--- config.mk ---
export PLATFORM = sky130hd
export DESIGN_NAME = fp16_square_pipe
export DESIGN_NICKNAME = d
export VERILOG_FILES = /design/src/rtl/fp16_square_pipe.sv
export SDC_FILE = /design/constraint.sdc
export NUM_CORES = 1
export LEC_CHECK = 0
export ABC_CLOCK_PERIOD_IN_PS = 4900
export BUFFER_PORTS_ARGS = -buffer_cell sky130_fd_sc_hd__clkbuf_2
export CAP_MARGIN = 5
export CORE_MARGIN = 2
export CORE_UTILIZATION = 62
export CTS_BUF_LIST = sky130_fd_sc_hd__clkbuf_16
export CTS_CLUSTER_DIAMETER = 100
export DETAILED_ROUTE_END_ITERATION = 6
export MAX_ROUTING_LAYER = met4
export PLACE_DENSITY_LB_ADDON = 0.3
export SYNTH_ARGS = -nofsm -noshare
export SYNTH_HDL_FRONTEND = slang
export SYNTH_SLANG_ARGS = --single-unit
--- constraint.sdc ---
create_clock -name clk_i -period 4.9 [get_ports clk_i]
set_input_delay 0.735 -clock clk_i [delete_from_list [all_inputs] [get_ports clk_i]]
set_output_delay 0.735 -clock clk_i [all_outputs]
set_load 0.02 [all_outputs]
--- src/rtl/fp16_square_pipe.sv ---
// Two-stage elastic FP16 squarer (result = x*x), RNE rounding, subnormals flushed to zero.
// Stage 1 classifies and forms the 11x11 significand product; stage 2 normalises, rounds and packs.
module fp16_square_pipe #(
    parameter int TAG_WIDTH = 4
) (
    input  logic                 clk_i,
    input  logic                 rst_ni,
    input  logic                 flush_i,
    input  logic                 in_valid_i,
    output logic                 in_ready_o,
    input  logic [15:0]          operand_i,
    input  logic [TAG_WIDTH-1:0] tag_i,
    output logic                 out_valid_o,
    input  logic                 out_ready_i,
    output logic [15:0]          result_o,
    output logic [TAG_WIDTH-1:0] tag_o,
    output logic                 overflow_o,
    output logic                 underflow_o
);

    typedef enum logic [1:0] {
        CLS_NORM = 2'd0,
        CLS_NAN  = 2'd1,
        CLS_INF  = 2'd2,
        CLS_ZERO = 2'd3
    } cls_e;

    // Returns {overflow, underflow, result} for a normal operand given P and its biased exponent.
    function automatic logic [17:0] round_pack(input logic [21:0] p, input logic [4:0] e);
        logic [9:0]         mant;
        logic               guard;
        logic               sticky;
        logic               inc;
        logic [10:0]        msum;
        logic signed [6:0]  ex;
        logic [17:0]        packed_res;
        if (p[21]) begin
            mant   = p[20:11];
            guard  = p[10];
            sticky = |p[9:0];
            ex     = $signed({1'b0, e, 1'b0}) - 7'sd14;
        end else begin
            mant   = p[19:10];
            guard  = p[9];
            sticky = |p[8:0];
            ex     = $signed({1'b0, e, 1'b0}) - 7'sd15;
        end
        inc  = guard & (sticky | mant[0]);
        msum = {1'b0, mant} + {10'd0, inc};
        // Carry out of the mantissa leaves msum[9:0] at zero, which is the required mantissa.
        if (msum[10]) begin
            ex = ex + 7'sd1;
        end
        mant = msum[9:0];
        if (ex >= 7'sd31) begin
            packed_res = {2'b10, 16'h7C00};
        end else if (ex <= 7'sd0) begin
            packed_res = {2'b01, 16'h0000};
        end else begin
            packed_res = {2'b00, 1'b0, ex[4:0], mant};
        end
        return packed_res;
    endfunction

    logic                 adv1;
    logic                 adv2;
    logic                 s1_vld_q, s1_vld_d;
    logic                 s2_vld_q, s2_vld_d;

    cls_e                 cls_p1_d, cls_p1_q;
    logic                 sub_p1_d, sub_p1_q;
    logic [21:0]          prod_p1_d, prod_p1_q;
    logic [4:0]           exp_p1_q;
    logic [TAG_WIDTH-1:0] tag_p1_q;
    logic [21:0]          sig_ext;

    logic [15:0]          res_p2_d, res_p2_q;
    logic                 ovf_p2_d, ovf_p2_q;
    logic                 unf_p2_d, unf_p2_q;
    logic [TAG_WIDTH-1:0] tag_p2_q;
    logic [17:0]          norm_pack;

    assign adv2       = !s2_vld_q | out_ready_i;
    assign adv1       = !s1_vld_q | adv2;
    assign in_ready_o = adv1;

    always_comb begin
        s1_vld_d = s1_vld_q;
        s2_vld_d = s2_vld_q;
        if (flush_i) begin
            s1_vld_d = 1'b0;
            s2_vld_d = 1'b0;
        end else begin
            if (adv1) s1_vld_d = in_valid_i;
            if (adv2) s2_vld_d = s1_vld_q;
        end
    end

    always_ff @(posedge clk_i or negedge rst_ni) begin
        if (!rst_ni) begin
            s1_vld_q <= 1'b0;
            s2_vld_q <= 1'b0;
        end else begin
            s1_vld_q <= s1_vld_d;
            s2_vld_q <= s2_vld_d;
        end
    end

    // ---- stage 1: classify operand, form significand product ----
    assign sig_ext = {11'd0, 1'b1, operand_i[9:0]};

    always_comb begin
        cls_p1_d  = CLS_NORM;
        sub_p1_d  = |operand_i[9:0];
        prod_p1_d = sig_ext * sig_ext;
        if (operand_i[14:10] == 5'd31) begin
            cls_p1_d = (operand_i[9:0] != 10'd0) ? CLS_NAN : CLS_INF;
        end else if (operand_i[14:10] == 5'd0) begin
            cls_p1_d = CLS_ZERO;
        end
    end

    always_ff @(posedge clk_i) begin
        if (in_valid_i && adv1) begin
            cls_p1_q  <= cls_p1_d;
            sub_p1_q  <= sub_p1_d;
            prod_p1_q <= prod_p1_d;
            exp_p1_q  <= operand_i[14:10];
            tag_p1_q  <= tag_i;
        end
    end

    // ---- stage 2: normalise, round, range-check, pack ----
    assign norm_pack = round_pack(prod_p1_q, exp_p1_q);

    always_comb begin
        res_p2_d = 16'h0000;
        ovf_p2_d = 1'b0;
        unf_p2_d = 1'b0;
        case (cls_p1_q)
            CLS_NAN:  res_p2_d = 16'h7E00;
            CLS_INF:  res_p2_d = 16'h7C00;
            CLS_ZERO: unf_p2_d = sub_p1_q;
            default: begin
                res_p2_d = norm_pack[15:0];
                ovf_p2_d = norm_pack[17];
                unf_p2_d = norm_pack[16];
            end
        endcase
    end

    always_ff @(posedge clk_i or negedge rst_ni) begin
        if (!rst_ni) begin
            res_p2_q <= 16'h0000;
            ovf_p2_q <= 1'b0;
            unf_p2_q <= 1'b0;
            tag_p2_q <= '0;
        end else if (adv2 && s1_vld_q) begin
            res_p2_q <= res_p2_d;
            ovf_p2_q <= ovf_p2_d;
            unf_p2_q <= unf_p2_d;
            tag_p2_q <= tag_p1_q;
        end
    end

    assign out_valid_o = s2_vld_q;
    assign result_o    = res_p2_q;
    assign tag_o       = tag_p2_q;
    assign overflow_o  = ovf_p2_q;
    assign underflow_o = unf_p2_q;

endmodule

==> summary.txt <==
outcome: complete, no violations
# diodes: 0
Worst-path clk slew: 0.07 ns
CTS Hold Bufs: 0
DIE WIDTH: 104 µm
EDFF count, synth: 33
crit start category: input pin
sequence of cells on the critical path: buf_12 -> buf_4 -> nand2_2 -> fa_1 -> fa_1 -> inv_1 -> fa_1 -> fa_1 -> inv_1 -> fa_1 -> inv_1 -> ha_4 -> nand3_1 -> nand2_1 -> a41oi_2 -> nand2b_1 -> a2111oi_4 -> a21oi_1
share of cells above drive strength 1: 26.8%
Final Cell Area: 0.00766 mm²
register bit count reported by yosys: 56
RSZ-0062 raised after global routing: yes
Final Hold Fails: 0
type of destination of the critical path: flip-flop
drt wl/cell: 15.7 µm
critical-path maximum fanout: 7
Flop pwr share: 18.7%
PD cells: 589 mW/mm²
worst skew pair latency: 0.29 ns
syn_area_per_cell: 9.77 µm²
total negative slack: 0 ns
Post-synth ARST share: 41.1%
DR iter-0 viols: 293
vias in the first global route: 5,124
Slew headroom: 49.4%
Final WS setup: 0.0460 ns
Comb pwr share: 72.8%
row count: 36
critical path arrival: 4.89 ns
H-tree Lvls: 2
Place WS: -0.430 ns
CTS tree: done
via count: 4,836
DRC: 0
final period utilization: 99.1%
top cells by area, synth: fa_1 20%, edfxtp_1 16%, ha_1 13%, dfrtp_1 9.2%, inv_1 6.5%
Slew @ Worst Pin: 0.759 ns
Hold WS: 0.411 ns
Synth Flop Type: edfxtp_1
Critical path buffers and inverters: 5
Syn Nets: 795
share of the synthesized area in the top cell type: 20.2%
Net Sw Power: 1.95 mW
largest net degree at the start of global routing: 33
Final Wtd Congestion: 0.878
grt total ovfl: 0
area of placed instances: 0.00719 mm²
kind of critical path: in -> reg
# setup viols final: 0
I/O pins: 49
routed vias/inst: 5.50
Root Buffer: clkbuf_16
Layout area overhead: 22.5%
initial antenna violation count: 0
Die Span Y: 104 µm
core area: 0.00977 mm²
min-delay worst type: in -> async
CP max stage delay: 0.53 ns
Max VDD drop: 0.417 mV
clock sinks: 56
Cells after Synth: 640
DP HPWL: 10,900 µm
Netlist cell types: 64
commonest cells after routing, fill and taps aside: 96 x inv_1, 73 x buf_4, 61 x fa_1, 57 x ha_1, 53 x nand2_1
critical path's top delay family: adder cells
Buffers on Ports: 46
Leak: 3.69 nW
Starting Density: 63.9%
area leader, netlist: fa_1
WL final: 13,800 µm
clock share of power: 8.5%
number of max-cap violations: 0
Clock Path Buffers: 2
Clock Skews: 0.00663 ns
most common cell after layout, fill and taps aside: inv_1
First-pass DRT Iterations: 4
Highest Clock Rate: 206 MHz
total design power: 4.51 mW
final net count: 901
Switching Share: 43.3%
synthesized area: 0.00625 mm²
GRT Util Overall: 26.3%
post-layout min period: 4.85 ns
first-pass GRT wire length: 22,800 µm
sequential share of the synthesized area: 25.1%
die area: 0.0109 mm²
TritonCTS buffer count: 5
DRT antenna net count: 0
Critical Path RT: 4.94 ns
internal power: 2.56 mW
crit-path most repeated cell: fa_1
Crit-path slowest cell: fa_1
Slew Limit Fails: 0
YS warnings: 0
==> state kept, by name, indices dropped and copies added (netlist names) <==
signal	flops
overflow_o	1
out_valid_o	1
s1_vld_q	1
cls_p1_q	2
tag_p1_q	4
underflow_o	1
exp_p1_q	5
prod_p1_q	21
sub_p1_q	1
tag_o	4
result_o	15
==> Yosys cell counts, drive strengths merged, types with 3 or more instances <==
master and number:
dfrtp 23, a31oi 3, nand4b 3, xnor2 23
fa 63, nand2b 5, a21boi 4, edfxtp 33
nand3 17, inv 108, a221o 5, clkbuf 14
nor3 4, a211oi 3, mux2 6, nor2 35
a21o 6, nor2b 10, nand4 5, nor3b 3
xor2 16, or2 3, a21oi 26, nor4 6
or3 3, nand2 61, o21a 3, and2 12
mux2i 10, o21ai 16, and3 6, a22o 9
ha 67, buf 6
==> routing by layer <==
metal / vias to the layer above / part of all wire [%] / track usage, %
met5: - / 0 / -
met4: 0 / 2.3 / 7.72
met3: 23 / 2.2 / 2.19
met2: 93 / 56 / 50.3
met1: 2383 / 39 / 28.8
li1: 2337 / - / -
==> final cells by class <==
type | instances | area [µm²]
fill | 609 | 2120
clock inverter | 2 | 16.3
inverter | 108 | 410
timing repair buffer | 119 | 888
sequential | 56 | 1570
clock buffer | 6 | 150
tap | 133 | 166
multi-input combinational | 456 | 4460
==> power by group through the flow <==
stage	registers (mW)	logic (mW)	clock network [mW]
3_5_place_dp	0.848	2.89	0
5_1_grt	0.858	3.60	0.413
3_3_place_gp	0.841	2.74	0
2_1_floorplan	0.856	2.04	0
4_1_cts	0.840	2.96	0.389
6_report	0.843	3.28	0.381
==> cells by family after synthesis <==
kind of cell / synth area share [%]
simple gates: 15.3
fa+ha+maj: 33.6
buf+inv: 7.87
compound gates: 9.93
flops: 25.1
xor+xnor: 5.47
mux: 2.74
other cells: 0.0600
==> per-stage QoR <==
stage,instances,util [%]
after floorplan,640,-
after global placement,865,73.5
after detailed placement,865,73.5
after CTS,874,75.7
after global routing,880,78.3
final,880,78.3
==> what timing repair did <==
action,4_1_cts,5_1_grt
pin swaps,2,32
buffers inserted,1,6
gates resized for setup,10,67
endpoints found under the setup margin,6,8
==> final timing paths <==
path                       slack, ns     startpoint             to  cells after the start
setup / recovery                0.05   operand_i[4]  prod_p1_q[18]                     18
hold / removal                  0.41         rst_ni       tag_o[1]                      1
setup reg to reg                1.35  prod_p1_q[21]    result_o[9]                     11
hold reg to reg                 0.44    tag_p1_q[3]       tag_o[3]                      2
max in group asynchronous       4.12         rst_ni   result_o[13]                      1
min in group clk_i              0.44    tag_p1_q[3]       tag_o[3]                      2
Power figures use the tool's default switching activity.
